File: src/rtl/module_tick_gen_pkg.sv
// Shared types for the multi-channel tick generator: channel output modes,
// configuration FSM states and the channel-select width helper.
package tick_gen_pkg;

    typedef enum logic {
        MODE_PULSE,
        MODE_TOGGLE
    } tick_mode_e;

    typedef enum logic {
        CFG_IDLE,
        CFG_APPLY
    } cfg_state_e;

    // Channel select is at least one bit wide even for a single channel.
    function automatic int unsigned ch_width(input int unsigned n);
        return (n > 1) ? $clog2(n) : 1;
    endfunction

endpackage

File: src/rtl/module_tick_gen_if.sv
// Valid/ready configuration port of the tick generator: the master issues
// channel/period/mode writes, the slave (the generator) accepts them.
interface module_tick_gen_if
    import tick_gen_pkg::*;
#(
    parameter int unsigned CHANNELS = 4,
    parameter int unsigned WIDTH    = 24
);

    localparam int unsigned CH_W = ch_width(CHANNELS);

    logic             cfg_valid;
    logic             cfg_ready;
    logic [CH_W-1:0]  cfg_ch;
    logic [WIDTH-1:0] cfg_period;
    tick_mode_e       cfg_mode;

    modport master (
        output cfg_valid,
        output cfg_ch,
        output cfg_period,
        output cfg_mode,
        input  cfg_ready
    );

    modport slave (
        input  cfg_valid,
        input  cfg_ch,
        input  cfg_period,
        input  cfg_mode,
        output cfg_ready
    );

endinterface

File: src/rtl/module_tick_gen_tick_channel.sv
// One tick channel: period/mode registers, wrap counter and registered
// tick/wave outputs. Clear sources: sync, an apply to this channel, or P==0.
module tick_channel
    import tick_gen_pkg::*;
#(
    parameter int unsigned      WIDTH          = 24,
    parameter logic [WIDTH-1:0] DEFAULT_PERIOD = WIDTH'(1350000),
    parameter tick_mode_e       DEFAULT_MODE   = MODE_TOGGLE
) (
    input  logic             clk,
    input  logic             rst,
    input  logic             en,
    input  logic             sync,
    input  logic             apply,
    input  logic [WIDTH-1:0] apply_period,
    input  tick_mode_e       apply_mode,
    output logic             tick,
    output logic             wave
);

    logic [WIDTH-1:0] period;
    tick_mode_e       mode;
    logic [WIDTH-1:0] cnt;

    always_ff @(posedge clk) begin
        if (!rst) begin
            period <= DEFAULT_PERIOD;
            mode   <= DEFAULT_MODE;
            cnt    <= '0;
            tick   <= 1'b0;
            wave   <= 1'b0;
        end else begin
            // The apply always lands in the registers, even when sync wins the clear.
            if (apply) begin
                period <= apply_period;
                mode   <= apply_mode;
            end

            if (sync || apply || (period == '0)) begin
                cnt  <= '0;
                tick <= 1'b0;
                wave <= 1'b0;
            end else if (en) begin
                if (cnt == period - WIDTH'(1)) begin
                    cnt  <= '0;
                    tick <= 1'b1;
                    wave <= (mode == MODE_TOGGLE) ? ~wave : 1'b1;
                end else begin
                    cnt  <= cnt + WIDTH'(1);
                    tick <= 1'b0;
                    if (mode == MODE_PULSE) wave <= 1'b0;
                end
            end else begin
                tick <= 1'b0;
                // In pulse mode wave mirrors tick, so it drops with it.
                if (mode == MODE_PULSE) wave <= 1'b0;
            end
        end
    end

endmodule

File: src/rtl/module_tick_gen.sv
// Multi-channel programmable tick / clock-enable generator: configuration
// FSM, channel decode and sync fan-out around CHANNELS tick_channel instances.
module module_tick_gen
    import tick_gen_pkg::*;
#(
    parameter int unsigned      CHANNELS       = 4,
    parameter int unsigned      WIDTH          = 24,
    parameter logic [WIDTH-1:0] DEFAULT_PERIOD = WIDTH'(1350000),
    parameter tick_mode_e       DEFAULT_MODE   = MODE_TOGGLE
) (
    input  logic                clk,
    input  logic                rst,
    input  logic [CHANNELS-1:0] en,
    input  logic                sync,
    module_tick_gen_if.slave    cfg,
    output logic [CHANNELS-1:0] tick,
    output logic [CHANNELS-1:0] wave
);

    localparam int unsigned CH_W = ch_width(CHANNELS);

    cfg_state_e       state;
    logic             ready_q;
    logic [CH_W-1:0]  cap_ch;
    logic [WIDTH-1:0] cap_period;
    tick_mode_e       cap_mode;

    always_ff @(posedge clk) begin
        if (!rst) begin
            state      <= CFG_IDLE;
            ready_q    <= 1'b1;
            cap_ch     <= '0;
            cap_period <= '0;
            cap_mode   <= MODE_PULSE;
        end else begin
            case (state)
                CFG_IDLE: begin
                    if (cfg.cfg_valid) begin
                        cap_ch     <= cfg.cfg_ch;
                        cap_period <= cfg.cfg_period;
                        cap_mode   <= cfg.cfg_mode;
                        state      <= CFG_APPLY;
                        ready_q    <= 1'b0;
                    end
                end
                CFG_APPLY: begin
                    state   <= CFG_IDLE;
                    ready_q <= 1'b1;
                end
                default: begin
                    state   <= CFG_IDLE;
                    ready_q <= 1'b1;
                end
            endcase
        end
    end

    assign cfg.cfg_ready = ready_q;

    // Out-of-range channel numbers match no channel, so the apply is dropped.
    logic [CHANNELS-1:0] apply_sel;

    always_comb begin
        apply_sel = '0;
        if (state == CFG_APPLY) begin
            for (int unsigned i = 0; i < CHANNELS; i++) begin
                if (cap_ch == CH_W'(i)) apply_sel[i] = 1'b1;
            end
        end
    end

    for (genvar g = 0; g < CHANNELS; g++) begin : g_ch
        tick_channel #(
            .WIDTH         (WIDTH),
            .DEFAULT_PERIOD(DEFAULT_PERIOD),
            .DEFAULT_MODE  (DEFAULT_MODE)
        ) u_ch (
            .clk         (clk),
            .rst         (rst),
            .en          (en[g]),
            .sync        (sync),
            .apply       (apply_sel[g]),
            .apply_period(cap_period),
            .apply_mode  (cap_mode),
            .tick        (tick[g]),
            .wave        (wave[g])
        );
    end

endmodule

File: src/flat_wrapper.sv
// flat-port wrapper written by rule: the top's interface ports become plain ports
module module_tick_gen_flat import tick_gen_pkg::*;
#(
    parameter int unsigned      CHANNELS       = 4,
    parameter int unsigned      WIDTH          = 24,
    parameter logic [WIDTH-1:0] DEFAULT_PERIOD = WIDTH'(1350000),
    parameter tick_mode_e       DEFAULT_MODE   = MODE_TOGGLE
)
  (clk, rst, en, sync, tick, wave, cfg_cfg_valid, cfg_cfg_ch, cfg_cfg_period, cfg_cfg_mode, cfg_cfg_ready);
  module_tick_gen_if #(.CHANNELS(CHANNELS), .WIDTH(WIDTH)) cfg_i ();
  input  logic clk;
  input  logic rst;
  input  logic [CHANNELS-1:0] en;
  input  logic sync;
  output logic [CHANNELS-1:0] tick;
  output logic [CHANNELS-1:0] wave;
  input wire logic [$bits(cfg_i.cfg_valid)-1:0] cfg_cfg_valid;
  input wire logic [$bits(cfg_i.cfg_ch)-1:0] cfg_cfg_ch;
  input wire logic [$bits(cfg_i.cfg_period)-1:0] cfg_cfg_period;
  input wire logic [$bits(cfg_i.cfg_mode)-1:0] cfg_cfg_mode;
  output wire logic [$bits(cfg_i.cfg_ready)-1:0] cfg_cfg_ready;
  assign cfg_i.cfg_valid = cfg_cfg_valid;
  assign cfg_i.cfg_ch = cfg_cfg_ch;
  assign cfg_i.cfg_period = cfg_cfg_period;
  assign cfg_i.cfg_mode = cfg_cfg_mode;
  assign cfg_cfg_ready = cfg_i.cfg_ready;
  module_tick_gen #(.CHANNELS(CHANNELS), .WIDTH(WIDTH), .DEFAULT_PERIOD(DEFAULT_PERIOD), .DEFAULT_MODE(DEFAULT_MODE)) u_core (.clk(clk), .rst(rst), .en(en), .sync(sync), .cfg(cfg_i), .tick(tick), .wave(wave));
endmodule
File: config.mk
export PLATFORM = sky130hd
export DESIGN_NAME = module_tick_gen_flat
export DESIGN_NICKNAME = d
export VERILOG_FILES = /design/src/rtl/module_tick_gen_pkg.sv /design/src/rtl/module_tick_gen_if.sv /design/src/rtl/module_tick_gen_tick_channel.sv /design/src/rtl/module_tick_gen.sv /design/src/flat_wrapper.sv
export SDC_FILE = /design/constraint.sdc
export NUM_CORES = 1
export LEC_CHECK = 0
export ABC_AREA = 1
export BUFFER_PORTS_ARGS = -buffer_cell sky130_fd_sc_hd__buf_4
export CORE_ASPECT_RATIO = 1.4
export CORE_MARGIN = 8
export CORE_UTILIZATION = 60
export DETAILED_ROUTE_END_ITERATION = 10
export GPL_ROUTABILITY_DRIVEN = 0
export GPL_TIMING_DRIVEN = 0
export PLACE_DENSITY = 0.77
export SLEW_MARGIN = 0
export SYNTH_ARGS = -nofsm -noshare
export SYNTH_HDL_FRONTEND = slang
export SYNTH_SLANG_ARGS = --single-unit
File: constraint.sdc
create_clock -name clk -period 4.2 [get_ports clk]
set_input_delay 0.84 -clock clk [delete_from_list [all_inputs] [get_ports clk]]
set_output_delay 0.84 -clock clk [all_outputs]
set_load 0.02 [all_outputs]
# ---- Yosys cells after proc, flatten, opt, wreduce, memory -nomap -nowiden
# Cells that the tools add are included.
dict set report classes {
  n_addsub 8
  eq_ne 8
  n_mux 33
  bitwise_logic 10
  reduce_logical 22
}
# cell count
set op_table {}
lappend op_table {{adder 24 x 1 -> 24 bit, second input constant} 4}
lappend op_table {{== test 24 bit} 4}
lappend op_table {{logical NOT 24 bit} 4}
lappend op_table {{two-way mux 24 bit} 4}
lappend op_table {{subtractor 24 x 1 -> 24 bit, second input constant} 4}
lappend op_table {{two-way mux 1 bit} 26}
lappend op_table {{OR reduction 3 bit} 4}
lappend op_table {{inverter 1 bit} 10}
lappend op_table {{logical OR 1 bit} 8}
lappend op_table {{OR reduction 2 bit} 4}
lappend op_table {{== test 2 bit, second input constant} 2}
lappend op_table {{two-way mux 4 bit} 1}
lappend op_table {{case mux 1 bit (2 select lines)} 2}
lappend op_table {{== test 2 x 1 -> 1 bit, second input constant} 1}
lappend op_table {{logical NOT 2 bit} 1}
lappend op_table {{inequality test 2 bit, second input constant} 1}
lappend op_table {{AND reduction 2 bit} 1}
dict set report totals {
  regBits 233
  input_bits 35
  out_inout_bits 9
  wordCells 106
}

# ---- Logic depth before layout (Yosys ltp)
# Gate-level depths: netlist of the first run.
dict set report depth {
  depth_word 6
  mapped_depth 19
  depth_no_buf 19
}

# ---- By module
# From an unflattened synthesis of the first run, not the netlist that was laid out.
dict set report hier_totals {
  cells_unflattened 2176
  area_unflattened_um2 14177.3
}
# module n_inst cells_per_inst area_each_um2 seq_area_each_um2
set modules_own_cells {}
lappend modules_own_cells {tick_channel 4 497 3223.1 1021.0}
lappend modules_own_cells {module_tick_gen 1 188 1285.0 580.6}

# ---- Worst setup path before layout of the first run
# Ideal clock, no wire load.
dict set report synth_path {
  path_type {input port to flip-flop}
  from {input en[1]}
  to {register u_core.g_ch[1].u_ch.cnt[23]}
  setup_ns 0.115
  t_arrival_ns 2.239
  slack_ns 1.846
  stages 11
  path_buffers 1
  cell_sequence {buf_4 nand2_1 nor2_2 nand3_1 or2_4 nor3_4 nand2_2 nor3b_2 nand2_1 xor2_1 nor2_2}
}
# element line
set synth_lines {}
lappend synth_lines {{from (decl)} flat_wrapper.sv:13} ;# input logic [CHANNELS-1:0] en;
lappend synth_lines {{to (signal assigned)} module_tick_gen_tick_channel.sv:49} ;# cnt <= cnt + WIDTH'(1);
lappend synth_lines {{to (decl)} module_tick_gen_tick_channel.sv:23} ;# logic [WIDTH-1:0] cnt;

# ---- Worst setup path after layout of the first run
dict set report layout_path {
  from {register u_core.g_ch[1].u_ch.period[0]}
  to {register u_core.g_ch[1].u_ch.cnt[20]}
}
dict set report layout_via {
  elab_chain_cells 3
  elab_cells_between_ends 6
  classes_between {1 x add/sub; 1 x eq/ne; 1 x mux; 3 x reduce/logical}
}
# element line
set layout_lines {}
lappend layout_lines {{from (decl)} module_tick_gen_tick_channel.sv:21} ;# logic [WIDTH-1:0] period;
lappend layout_lines {{from (signal assigned)} module_tick_gen_tick_channel.sv:35} ;# period <= apply_period;
lappend layout_lines {{subtractor 24 x 1 -> 24 bit / logical NOT 24 bit (equally long branches)} {module_tick_gen_tick_channel.sv:44, module_tick_gen_tick_channel.sv:39}}
lappend layout_lines {{== test 24 bit / logical OR 1 bit (equally long branches)} {module_tick_gen_tick_channel.sv:44, module_tick_gen_tick_channel.sv:39}}
lappend layout_lines {{two-way mux 24 bit / OR reduction 2 bit (equally long branches)} --}
# Several ways; a longest one is shown, not always the timed one.
# A chain may end at the register's enable or synchronous reset.

==> results.json, run 1 <==
{
  "crit_chain": "inv_1 > ha_1 > nand3_1 > nor2_4 > nand2_1 > o21ai_1 > nand2_1 > nor2_1 > nand4_1 > nor2_2 > nand2_2 > nand2_4 > buf_6 > nor2_1",
  "powerDensity_nw_per_um2": 332,
  "hold_class": "flip-flop to flip-flop",
  "power_mw": 4.92,
  "fmax_mhz": 407,
  "drt-total-wl_mm": 34.7,
  "cp_data_arrival_time_ns": 2.86,
  "clkTransAtPathRegs_ns": 0.06,
  "synth_area_per_cell_um2": 6.63,
  "route.detailed.drc": 0,
  "rsz0062_at_grt": "no",
  "grtUsageTotal": 0.257,
  "drive_above_1_share": 0.0869,
  "post-cts-setup-buffer-count": 0,
  "grt_pass1_vias": 12200,
  "cts_resized": 0,
  "ys_seq_area_frac": 0.350,
  "hold_viol": 0,
  "cts_sinks": 233,
  "start_util": 0.610,
  "num_rows": 64,
  "fill_cells": 2000,
  "slew_headroom": 0.511,
  "fin_setup_tns_ns": 0,
  "end_kind": "flip-flop",
  "drt_iter0_markers": 799,
  "synth_area_um2": 13300,
  "cpPeakStageDelay_ns": 0.32,
  "coreArea_um2": 21900,
  "worstPathMaxFanout": 10,
  "diodes": 0,
  "drt-pass1-iter-count": 5,
  "hpwlAfterDp_mm": 26.9,
  "die_y_um": 192,
  "viasPerCell": 5.31,
  "ys_types": 46,
  "tritoncts": "yes",
  "drv_cap": 0,
  "p_leak_nw": 6.32,
  "ys_warn_count": 0,
  "synth_edf_count": 0,
  "cp.required_ns": 4.61,
  "area_growth_pct": 11.1,
  "vias": 12700,
  "setup_viol": 0,
  "syn_nets": 2056,
  "die_x_um": 142,
  "worstMarginPinSlew_ns": 0.728,
  "synthFlopType": "dfxtp_1",
  "antenna_found_initial": 0,
  "grt_max_degree": 15,
  "boundaryPins": 44,
  "io_buffers": 40,
  "finClkSkew_ns": 0.0220,
  "status": "complete, no violations",
  "root_buffer": "clkbuf_16",
  "critPathKind": "flip-flop to flip-flop",
  "peakVddDrop_uv": 302,
  "clk_latency_ns": 0.53,
  "die-area_um2": 27300,
  "ant_nets": 0,
  "period_minus_slack_ns": 2.45,
  "hold_buffers": 0,
  "final_cell_mix": "448 x nand2_1, 377 x nor2_1, 233 x dfxtp_1, 225 x inv_1, 118 x o21ai_0",
  "finalMaxSlewViolations": 0,
  "wl_per_cell_um": 14.5,
  "h-tree-depth": 1,
  "grt_overflow_total": 0,
  "crit_slowest_cell": "dfxtp_1",
  "cp-start-kind": "flip-flop",
  "nNetsFinal": 2122,
  "synth_seq_cells": 233,
  "postSynth.asyncResetShare": 0,
  "grt_pass1_wl_mm": 57.4,
  "final_common_cell": "nand2_1",
  "netlist_instances": 2013,
  "cts_inserted_buffers": 24,
  "cts_buffer_depth": 3,
  "post-route-period-util": 0.584
}
where the power goes:
group	switching [mW]	internal, mW
clock network	0.898	1.28
logic	0.239	0.139
registers	0.0963	2.27
total	1.23	3.69
final timing paths:
| check | start | end | slack (ns) | depth (start not counted) |
|---|---|---|---|---|
| setup / recovery | u_core.g_ch[1].u_ch.period[0] | u_core.g_ch[1].u_ch.cnt[20] | 1.75 | 14 |
| hold reg to reg | u_core.g_ch[1].u_ch.period[10] | u_core.g_ch[1].u_ch.period[10] | 0.50 | 2 |
| setup reg to reg | u_core.g_ch[1].u_ch.period[0] | u_core.g_ch[1].u_ch.cnt[20] | 1.75 | 14 |
| hold / removal | u_core.g_ch[1].u_ch.period[10] | u_core.g_ch[1].u_ch.period[10] | 0.50 | 2 |
stage by stage:
step / std cells / utilization / hold slack [ns] / worst slack, ns / cell area [um2]
final: 2392 / 0.678 / 0.497 / 1.75 / 14800
after global routing: 2392 / 0.678 / 0.512 / 1.46 / 14800
after CTS: 2392 / 0.678 / 0.499 / 1.72 / 14800
after detailed placement: 2350 / 0.641 / 0.479 / 1.37 / 14000
after global placement: 2350 / 0.641 / 0.469 / 1.40 / 14000
after floorplan: 2013 / - / 0.429 / 1.85 / 13300
Yosys cell counts, types with 3 or more instances:
master,count,area share
a21oi_1,63,0.024
a21oi_2,3,0.0020
buf_4,11,0.0062
buf_6,7,0.0059
clkbuf_1,37,0.010
clkinv_1,3,0.00084
dfxtp_1,233,0.35
ha_1,8,0.0075
inv_1,225,0.063
inv_2,4,0.0011
nand2_1,448,0.13
nand2_2,8,0.0038
nand2_4,3,0.0025
nand3_1,115,0.043
nand3b_1,14,0.0079
nand4_1,41,0.019
nor2_1,377,0.11
nor2_2,32,0.015
nor2_4,6,0.0051
nor3_1,40,0.015
nor3_2,16,0.012
nor4_1,8,0.0038
o211ai_1,17,0.0096
o21ai_0,118,0.044
o21bai_1,6,0.0034
or2_0,3,0.0014
xnor2_1,43,0.028
xnor3_1,3,0.0051
xor2_1,93,0.061
critical path, delay by kind of cell (launching register included):
family / cells / cell delay, ns
buf+inv: 2 / 0.25
compound gates: 1 / 0.19
flops: 1 / 0.32
simple gates: 10 / 1.33
fa+ha+maj: 1 / 0.23
layer usage:
metal / GRT usage / share of wire
met5: 0 / 0
met4: 0.134 / 0.050
met3: 0.0290 / 0.053
met2: 0.465 / 0.49
met1: 0.292 / 0.41
area by class of cell:
class | instances | area (um2) | area share
multi-input combinational | 1488 | 7470 | 0.504
sequential | 233 | 4660 | 0.315
inverter | 232 | 871 | 0.0587
clock buffer | 32 | 691 | 0.0466
tap | 297 | 372 | 0.0251
buffer | 60 | 338 | 0.0228
timing repair buffer | 40 | 300 | 0.0203
clock inverter | 10 | 121 | 0.00819
registers in the layout (all words and copies together), names as in the netlist:
name,cells
u_core.g_ch.u_ch.tick,4
u_core.cap_ch,2
u_core.g_ch.u_ch.period,96
u_core.g_ch.u_ch.mode,4
u_core.cap_period,24
u_core.cfg.cfg_ready,1
u_core.g_ch.u_ch.wave,4
u_core.g_ch.u_ch.cnt,96
u_core.state,1
u_core.cap_mode,1
kinds of logic (layout without fill, tap and decap cells):
kind of cell	Yosys count	in the layout	synth area share
flops	233	233	0.350
compound gates	219	219	0.0888
buf+inv	292	374	0.0906
simple gates	1122	1122	0.369
xor+xnor	139	139	0.0943
fa+ha+maj	8	8	0.00750
No activity file was read; power rests on OpenSTA's default activity.
==> run 2, diff against run 1 <==
==> constraint.sdc (replaced) <==
create_clock -name clk -period 2.4 [get_ports clk]
set_input_delay 0.48 -clock clk [delete_from_list [all_inputs] [get_ports clk]]
set_output_delay 0.48 -clock clk [all_outputs]
set_load 0.02 [all_outputs]
==> run 2 against run 1 <==
Against the previous run: total power increased by 76%; die area stayed put; count of clock-buffer cells in the layout is the same; non-clock buffer count is 13 higher; critical path depth grew 3; highest routed layer unchanged; via count up 0.76%; first-iteration DRC count increased by 6.0%.
==> results.json, run 2 (synthesis results as in run 1) <==
{
  "drt-total-wl_mm": 35.5,
  "cts_sinks": 233,
  "r2r-start": "u_core.g_ch[0].u_ch.period[0]",
  "grt_pass1_vias": 12300,
  "drv_cap": 0,
  "finClkSkew_ns": 0.0230,
  "worstMarginPinSlew_ns": 0.581,
  "finalNonFillerCells": 2406,
  "start_util": 0.610,
  "reg2reg_depth": 17,
  "fmax_mhz": 434,
  "r2r-end": "u_core.g_ch[0].u_ch.cnt[19]",
  "grtUsageTotal": 0.258,
  "grt_max_degree": 15,
  "powerDensity_nw_per_um2": 572,
  "hold_class": "primary input to flip-flop",
  "cp-start-kind": "flip-flop",
  "worstPathBufferInverterCount": 4,
  "cpPeakStageDelay_ns": 0.32,
  "fin_ws_ns": 0.0959,
  "nNetsFinal": 2136,
  "final_area_um2": 15200,
  "dp.cells": 2350,
  "vias": 12800,
  "crit_chain": "inv_2 > ha_2 > buf_6 > nand2_2 > nor2_4 > nand3_1 > nand2_1 > nand2_1 > inv_1 > nand2_1 > nor2_1 > nand2_1 > nor2_2 > nand4_1 > nand2_4 > clkbuf_16 > nor2_1",
  "post-route-period-util": 0.960,
  "rrSetupSlack_ns": 0.1,
  "io_buffers": 40,
  "cts_buffer_depth": 3,
  "antenna_found_initial": 0,
  "diodes": 0,
  "path_common_cell": "nand2_1",
  "cp_data_arrival_time_ns": 2.71,
  "route.detailed.drc": 0,
  "wl_per_cell_um": 14.7,
  "slew_headroom": 0.613,
  "p_leak_nw": 6.45,
  "hold_viol": 0,
  "crit_slowest_cell": "dfxtp_1",
  "tritoncts": "yes",
  "critPathTopFamily": "simple AND/OR/NAND/NOR gates",
  "largestRegisters": "u_core.g_ch.u_ch.cnt x96, u_core.g_ch.u_ch.period x96, u_core.cap_period x24",
  "boundaryPins": 44,
  "grt_pass1_wl_mm": 57.5,
  "critical_path.startpoint": "u_core.g_ch[0].u_ch.period[0]",
  "cp_num_cells": 17,
  "h-tree-depth": 1,
  "cp-endpoint": "u_core.g_ch[0].u_ch.cnt[19]",
  "die-area_um2": 27300,
  "final_cell_mix": "446 x nand2_1, 365 x nor2_1, 232 x dfxtp_1, 220 x inv_1, 116 x o21ai_0",
  "final_common_cell": "nand2_1",
  "clkTransAtPathRegs_ns": 0.06,
  "hpwlAfterDp_mm": 26.9,
  "finalMaxSlewViolations": 0,
  "cts_inserted_buffers": 24,
  "hold_buffers": 0,
  "setup_viol": 0,
  "die_x_um": 142,
  "area_growth_pct": 13.6,
  "power_mw": 8.67,
  "fill_cells": 1967,
  "postLayoutCoreUtil": 0.693,
  "critPathKind": "flip-flop to flip-flop",
  "drt_iter0_markers": 847,
  "num_rows": 64,
  "viasPerCell": 5.32,
  "worstPathMaxFanout": 8,
  "end_kind": "flip-flop",
  "period_minus_slack_ns": 2.30,
  "cp.required_ns": 2.81,
  "grt_overflow_total": 0,
  "peakVddDrop_uv": 526,
  "drive_above_1_share": 0.108,
  "status": "complete, no violations",
  "die_y_um": 192,
  "ant_nets": 0,
  "dpl_worst_slack_ns": -0.0674,
  "drt-pass1-iter-count": 6,
  "root_buffer": "clkbuf_16",
  "coreArea_um2": 21900,
  "placed_cell_area_um2": 14000,
  "clk_latency_ns": 0.54
}
run 2: metal layers:
metal  global-route usage  wire, um  share of wire
met1                0.292     14500           0.41
met4                0.134      1670          0.047
met3               0.0290      1750          0.049
met5                    0         0              0
met2                0.467     17600           0.50
run 2: what timing repair did:
item | CTS | global route
pin swaps | 1 | 8
resized for setup | 8 | 46
buffers inserted | 0 | 11
endpoints found under the setup margin | 59 | 86
cloned | 1 | 2
run 2: final cells by class:
cell class,instances,area [um2],area share
Clock inverter,10,121,0.00801
Inverter,232,871,0.0574
Multi-Input combinational cell,1489,7640,0.504
Clock buffer,32,691,0.0456
Sequential cell,233,4670,0.308
Buffer,60,364,0.0240
Timing Repair Buffer,53,433,0.0286
Tap cell,297,372,0.0245
run 2: how the worst min path moves through the flow:
stage                                             start  cells past startpoint                             to
final                                 cfg_cfg_period[1]                      3           u_core.cap_period[1]
after global routing                  cfg_cfg_period[1]                      3           u_core.cap_period[1]
after CTS                             cfg_cfg_period[1]                      3           u_core.cap_period[1]
after detailed placement  u_core.g_ch[0].u_ch.period[1]                      2  u_core.g_ch[0].u_ch.period[1]
after global placement    u_core.g_ch[0].u_ch.period[1]                      2  u_core.g_ch[0].u_ch.period[1]
after floorplan                u_core.g_ch[0].u_ch.mode                      2       u_core.g_ch[0].u_ch.mode
run 2: power by group:
part | switching [mW] | leakage, nW | internal, mW
Sequential | 0.172 | 1.89 | 3.97
Clock | 1.58 | 0.401 | 2.24
Combinational | 0.440 | 4.16 | 0.273
run 2: metrics by stage:
step	hold slack (ns)	setup TNS [ns]
2_1_floorplan	0.429	0
3_3_place_gp	0.469	-0.632
3_5_place_dp	0.479	-1.88
4_1_cts	0.189	0
5_1_grt	0.213	-0.658
6_report	0.202	0
run 2: tightest hold or removal path, delay by kind of cell:
kind	cells	cell delay [ns]
and+or+nand+nor	1	0.08
buffers and inverters	1	0.07
AOI/OAI and AO/OA	1	0.07
